==> config.mk <==
export PLATFORM = sky130hd
export DESIGN_NAME = serial_reg_decoder
export DESIGN_NICKNAME = d
export VERILOG_FILES = /design/src/rtl/serial_reg_decoder.sv
export SDC_FILE = /design/constraint.sdc
export NUM_CORES = 1
export LEC_CHECK = 0
export ABC_AREA = 1
export ABC_CLOCK_PERIOD_IN_PS = 4900
export BUFFER_PORTS_ARGS = -buffer_cell sky130_fd_sc_hd__buf_2
export CORE_UTILIZATION = 59
export CTS_CLUSTER_SIZE = 8
export DETAILED_ROUTE_END_ITERATION = 6
export GPL_ROUTABILITY_DRIVEN = 0
export PLACE_DENSITY = 0.85
export SLEW_MARGIN = 25
export SYNTH_ARGS = -nofsm -noshare
export SYNTH_HDL_FRONTEND = slang
export SYNTH_SLANG_ARGS = --single-unit
==> constraint.sdc <==
create_clock -name sck -period 4.9 [get_ports sck]
set_input_delay 0.735 -clock sck [delete_from_list [all_inputs] [get_ports sck]]
set_output_delay 0.735 -clock sck [all_outputs]
set_load 0.005 [all_outputs]
==> src/rtl/serial_reg_decoder.sv <==
// Serial register decoder: LSB-first start/payload/stop frames on sdi commit 8-bit registers
// from low/high nibble pairs. Define PARITY_EN to add an even-parity bit after the payload.
module serial_reg_decoder #(
    parameter int ADDR_W   = 3,
    parameter int NUM_REGS = 8
) (
    input  logic                    sck,
    input  logic                    rst,
    input  logic                    sdi,
    output logic [NUM_REGS*8-1:0]   regs,
    output logic                    wr_stb,
    output logic [ADDR_W-1:0]       wr_addr,
    output logic [7:0]              err_cnt,
    output logic                    busy
);

    localparam int PAYLOAD_W = ADDR_W + 5;
    localparam int CNT_W     = $clog2(PAYLOAD_W + 1);
    localparam logic [ADDR_W:0] NUM_REGS_EXT = (ADDR_W+1)'(NUM_REGS);

`ifdef PARITY_EN
    typedef enum logic [2:0] {ST_IDLE, ST_SHIFT, ST_PARITY, ST_STOP, ST_RESYNC} state_t;
`else
    typedef enum logic [2:0] {ST_IDLE, ST_SHIFT, ST_STOP, ST_RESYNC} state_t;
`endif

    state_t                 state_reg, state_next;
    logic [CNT_W-1:0]       cnt_reg, cnt_next;
    logic [PAYLOAD_W-1:0]   payload_reg, payload_next;
    logic [3:0]             hold_reg, hold_next;
    logic [ADDR_W-1:0]      hold_addr_reg, hold_addr_next;
    logic                   hold_valid_reg, hold_valid_next;
    logic [7:0]             regs_reg [NUM_REGS];
    logic [7:0]             regs_next [NUM_REGS];
    logic                   wr_stb_reg, wr_stb_next;
    logic [ADDR_W-1:0]      wr_addr_reg, wr_addr_next;
    logic [7:0]             err_cnt_reg, err_cnt_next;
    logic                   err_inc;
    logic                   commit;
`ifdef PARITY_EN
    logic                   parity_reg, parity_next;
`endif

    logic [3:0]             frame_data;
    logic                   frame_phase;
    logic [ADDR_W-1:0]      frame_addr;

    assign frame_data  = payload_reg[3:0];
    assign frame_phase = payload_reg[4];
    assign frame_addr  = payload_reg[PAYLOAD_W-1:5];

    always_ff @(posedge sck or posedge rst) begin
        if (rst) begin
            state_reg      <= ST_IDLE;
            cnt_reg        <= '0;
            payload_reg    <= '0;
            hold_reg       <= '0;
            hold_addr_reg  <= '0;
            hold_valid_reg <= 1'b0;
            regs_reg       <= '{default: '0};
            wr_stb_reg     <= 1'b0;
            wr_addr_reg    <= '0;
            err_cnt_reg    <= '0;
`ifdef PARITY_EN
            parity_reg     <= 1'b0;
`endif
        end else begin
            state_reg      <= state_next;
            cnt_reg        <= cnt_next;
            payload_reg    <= payload_next;
            hold_reg       <= hold_next;
            hold_addr_reg  <= hold_addr_next;
            hold_valid_reg <= hold_valid_next;
            regs_reg       <= regs_next;
            wr_stb_reg     <= wr_stb_next;
            wr_addr_reg    <= wr_addr_next;
            err_cnt_reg    <= err_cnt_next;
`ifdef PARITY_EN
            parity_reg     <= parity_next;
`endif
        end
    end

    always_comb begin
        state_next      = state_reg;
        cnt_next        = cnt_reg;
        payload_next    = payload_reg;
        hold_next       = hold_reg;
        hold_addr_next  = hold_addr_reg;
        hold_valid_next = hold_valid_reg;
        regs_next       = regs_reg;
        wr_stb_next     = 1'b0;
        wr_addr_next    = wr_addr_reg;
        err_inc         = 1'b0;
        commit          = 1'b0;
`ifdef PARITY_EN
        parity_next     = parity_reg;
`endif

        case (state_reg)
            ST_IDLE: begin
                if (!sdi) begin
                    state_next = ST_SHIFT;
                    cnt_next   = CNT_W'(PAYLOAD_W);
                end
            end
            ST_SHIFT: begin
                payload_next = {sdi, payload_reg[PAYLOAD_W-1:1]};
                cnt_next     = cnt_reg - CNT_W'(1);
                if (cnt_reg == CNT_W'(1)) begin
`ifdef PARITY_EN
                    state_next = ST_PARITY;
`else
                    state_next = ST_STOP;
`endif
                end
            end
`ifdef PARITY_EN
            ST_PARITY: begin
                parity_next = sdi;
                state_next  = ST_STOP;
            end
`endif
            ST_STOP: begin
                if (sdi) begin
                    state_next = ST_IDLE;
`ifdef PARITY_EN
                    if (^{payload_reg, parity_reg}) begin
                        err_inc         = 1'b1;
                        hold_valid_next = 1'b0;
                    end else
`endif
                    if (!frame_phase) begin
                        hold_next       = frame_data;
                        hold_addr_next  = frame_addr;
                        hold_valid_next = 1'b1;
                    end else begin
                        hold_valid_next = 1'b0;
                        if (hold_valid_reg && hold_addr_reg == frame_addr) begin
                            // Matched pairs beyond the register file are dropped quietly
                            if ({1'b0, frame_addr} < NUM_REGS_EXT) begin
                                commit       = 1'b1;
                                wr_stb_next  = 1'b1;
                                wr_addr_next = frame_addr;
                            end
                        end else begin
                            err_inc = 1'b1;
                        end
                    end
                end else begin
                    err_inc         = 1'b1;
                    hold_valid_next = 1'b0;
                    state_next      = ST_RESYNC;
                end
            end
            ST_RESYNC: begin
                if (sdi) begin
                    state_next = ST_IDLE;
                end
            end
            default: state_next = ST_IDLE;
        endcase

        for (int k = 0; k < NUM_REGS; k++) begin
            if (commit && frame_addr == ADDR_W'(k)) begin
                regs_next[k] = {frame_data, hold_reg};
            end
        end

        err_cnt_next = err_cnt_reg;
        if (err_inc && err_cnt_reg != 8'hFF) begin
            err_cnt_next = err_cnt_reg + 8'd1;
        end
    end

    genvar gi;
    generate
        for (gi = 0; gi < NUM_REGS; gi++) begin : g_regs_out
            assign regs[8*gi +: 8] = regs_reg[gi];
        end
    endgenerate

    assign wr_stb  = wr_stb_reg;
    assign wr_addr = wr_addr_reg;
    assign err_cnt = err_cnt_reg;
    assign busy    = (state_reg != ST_IDLE);

endmodule
==> results list <==
- Critical setup path kind: flop to flop
- Clock-pin slew was measured on the worst setup and hold paths at 0.10 ns.
- Counting buffers and inverters, the worst setup path is 8 cells deep.
- Post-synthesis mux area share: 0%
- Time the final worst path needs with I/O delays and setup: 2.14 ns
- Remaining design rule violation count: 0
- The final layout contains routed wiring with a total length of between 8 and 9 mm.
- Setup repair after global routing left no endpoint under its margin.
- STA puts the critical path data required time at between 5 and 6 ns.
- Cell depth of the worst flop-to-flop path: 8
- From synthesis to final layout, the design area changed by 14.6%.
- Pins over their slew limit: 0
- The clock net in this run drives a total of just under 100 sinks.
- Mapped Nets: between 400 and 500
* Maximum fanout count along the critical path: slightly above 40
* Via count: 3196
* Cells after synthesis: 440
- FFs w/ async S/R, synth: 100%
* Standard-cell rows: 29
* Routed len/inst: 14.1 um
- Final clock period utilization by the worst path: a little over two fifths
* DRC marker count from the first detailed-route iteration: about 230
- Net count reported at finish: between 500 and 600
* Share of layout cells above drive strength 1: between 20% and 30%
- Worst Skew: about 0.014 ns
- For this run, the share of the core covered by cells in the final layout is a little under three quarters.
* Share of synthesized cell area in full adder, half adder and majority cells: less than 1%
- WP data arrival: approximately 2.4 ns
- By instance count, the cell type seen most on the critical path is sky130_fd_sc_hd__nand2_2.
* GRT Resource Usage Total: roughly a quarter
- Clock latency on the worst-skew pair, taken at its later pin, is roughly 0.37 ns.
- Counting the fill cells in the layout gives between 400 and 500.
* Port-buffer cells: 79
* Main combinational cell family by area after synthesis: simple AND/OR/NAND/NOR gates
- Cell-by-cell trace of the critical path: inv_2 > nand2_2 > nand2_2 > nor2_4 > nand3_4 > clkinv_2 > nand2_1 > o21ai_0
- Commonest cells post-synth: sky130_fd_sc_hd__nand2_1, sky130_fd_sc_hd__dfrtp_1, sky130_fd_sc_hd__o21ai_0, sky130_fd_sc_hd__nand3_1, sky130_fd_sc_hd__inv_1
- The kind of cell with the highest combined delay along the critical path is simple AND/OR/NAND/NOR gates.
- Die Height: ~85 um
- The worst setup path is captured at a flop.
- Post-Route Setup TNS: 0 ns
* Crit path from: payload_reg[7]
- The run finished with clean final reports.
* Highest ir drop seen on vdd: 0.000328 V
- In the routed layout, each cell is associated on average with a via count of 5.38.
- Static timing analysis puts the maximum clock frequency at roughly 470 MHz.
- Counting flops and latches in the post-synthesis netlist gives between 90 and 100.
- The first global-routing pass estimated about 14 mm of wire.
- Termination of the worst setup path: regs[52]
- Fraction of synthesized cell area in xor and xnor cells: ~1.3%
- Antenna violations before repair: 0
- Number of enable-type register cells in the synthesized netlist: 0
- Summed over all instances, the cell type with the most area after synthesis is sky130_fd_sc_hd__dfrtp_1.
- Longest Clk Path Bufs: 2
- The first detailed-routing pass took 4 iterations.
- The total overflow left after global routing is 0.
* Hold Fails Final Rpt: 0
- Post-Synth Simple-Gate Area: between 20 and 25%
- Share of the synthesized area in the top cell type: 60.0%
- In this run the horizontal extent of the chip is 85.2 um.
* Final HPWL from detailed placement: roughly 5.7 mm
* Transition time of the tightest slew-check pin: slightly below 0.9 ns
- Area of the core: around 0.0065 mm^2
- Clock root buffer master: sky130_fd_sc_hd__clkbuf_8
- Summing the sequential cell areas from Yosys gives between 50% and 60% of the chip area.
- Final antenna-violating net count: 0
* Total power per unit cell area: roughly 430 mW/mm^2
* Leak Pwr: between 2 and 3 nW
* Min-delay worst type: flop to flop
- The initial utilization of the core area, before any placement, comes to around 63%.
- STA classifies the critical path startpoint as a flop.
- R2R Path End: regs[52]
- The H-tree was split into 3 levels.
* Slowest cell on the critical path: sky130_fd_sc_hd__nand2_1
- Largest register FFs: between 60 and 70
* Number of max-cap violations: 0
* CTS Buf Count: 9
- The largest single stage delay on the critical path is roughly 0.48 ns.
* Final number of setup-violating endpoints: 0
- Number of buffers and inverters on the critical path: 2
* Number of setup buffers added after CTS: 0
- The most used flip-flop cell after synthesis is sky130_fd_sc_hd__dfrtp_1.
- Reg-to-reg slack, setup: between 2 and 3 ns
- During I/O placement, the number of pins put on the boundary was 80.
* Largest net degree at the start of global routing: 63
* Post-synthesis instance area: 0.00409 mm^2
- The number of gates resized after CTS was 0.
- TritonCTS built the clock tree.
* Antenna diode count: 0
* Critical R2R Launch: payload_reg[7]
* Yosys synthesis warning count: 0
* Library cell with the highest instance count after synthesis: sky130_fd_sc_hd__nand2_1
- In this run the mean area of a mapped cell was approximately 9.3 um^2.
- Area fraction in compound gates after synthesis: between 7 and 8%
- Main area contributors after synthesis: sky130_fd_sc_hd__dfrtp_1, sky130_fd_sc_hd__nand2_1, sky130_fd_sc_hd__o21ai_0, sky130_fd_sc_hd__nand3_1, sky130_fd_sc_hd__inv_1
* Count of different cell masters after synthesis: 30
- The die covers 0.00727 mm^2.
* Vias in the first global route: approximately 3000
- In this run the tightest slew margin relative to its limit is around 40%.
- Hold repair after CTS inserted 0 buffers.
## cells in the final DEF (no fill, tap or decap), drive strengths merged, types with 2 or more instances in the layout
| cell | synthesis | final |
|---|---|---|
| nand2 | 166 | 166 |
| dfrtp | 98 | 98 |
| buf | 12 | 80 |
| o21ai | 55 | 55 |
| nand3 | 39 | 39 |
| inv | 21 | 24 |
| nor2 | 19 | 19 |
| clkbuf | 7 | 9 |
| nand4 | 7 | 7 |
| xor2 | 5 | 5 |
| ha | 3 | 3 |
| clkinv | 1 | 3 |
| bufinv | 0 | 2 |
| nor3 | 2 | 2 |
## worst reg2reg max path, stage by stage (launching register included)
cell and delay [ns]:
sky130_fd_sc_hd__dfrtp_1 0.47, sky130_fd_sc_hd__inv_2 0.17, sky130_fd_sc_hd__nand2_2 0.07, sky130_fd_sc_hd__nand2_2 0.08, sky130_fd_sc_hd__nor2_4 0.05, sky130_fd_sc_hd__nand3_4 0.09, sky130_fd_sc_hd__clkinv_2 0.47, sky130_fd_sc_hd__nand2_1 0.50
sky130_fd_sc_hd__o21ai_0 0.14
## logic make-up after synthesis
kind of cell	Yosys count
XOR/XNOR	6
adder cells (fa/ha/maj)	3
AND/OR/NAND/NOR	234
flip-flops	98
AO/OA/AOI/OAI	58
buffers and inverters	41
## per-stage QoR
stage          instance area, um^2  std cells  total power, mW  setup slack, ns  hold WS (ns)
2_1_floorplan                 4090        440             1.32             1.60         0.453
3_3_place_gp                  4450        578             1.44             2.53         0.451
3_5_place_dp                  4450        578             1.47             2.43         0.454
4_1_cts                       4680        594             2.04             2.74         0.477
5_1_grt                       4690        594             2.15             2.54         0.491
6_report                      4690        594             2.04             2.76         0.476
## where the power goes
part           switching [mW]  total, mW  internal (mW)
registers               0.113       1.02          0.902
clock network           0.290      0.587          0.296
logic                   0.314      0.435          0.121
## layer usage
layer,share of wire (%),track usage [%],vias up
met3,4.0,3.99,11
met5,0,0,-
met4,1.8,11.1,0
li1,-,-,1566
met2,50,42.4,86
met1,44,32.4,1533
## final cells by class
| type | count | area [um^2] | area share (%) |
|---|---|---|---|
| Multi-Input combinational cell | 301 | 1420 | 30.3 |
| Tap cell | 77 | 96.3 | 2.06 |
| Clock inverter | 7 | 106 | 2.27 |
| Sequential cell | 98 | 2450 | 52.3 |
| Clock buffer | 9 | 124 | 2.64 |
| Inverter | 22 | 86.3 | 1.84 |
| Timing Repair Buffer | 80 | 403 | 8.60 |
## worst min-delay path by stage
| stage | startpoint | endpoint | slack, ns | cells after the start |
|---|---|---|---|---|
| 4_1_cts | regs[49] | regs[49] | 0.48 | 2 |
| 3_3_place_gp | regs[11] | regs[11] | 0.45 | 2 |
| 5_1_grt | regs[49] | regs[49] | 0.49 | 2 |
| 2_1_floorplan | payload_reg[1] | payload_reg[0] | 0.45 | 2 |
| 6_report | regs[43] | regs[43] | 0.48 | 2 |
| 3_5_place_dp | regs[43] | regs[43] | 0.45 | 2 |
(Power assumes the default switching activity.)
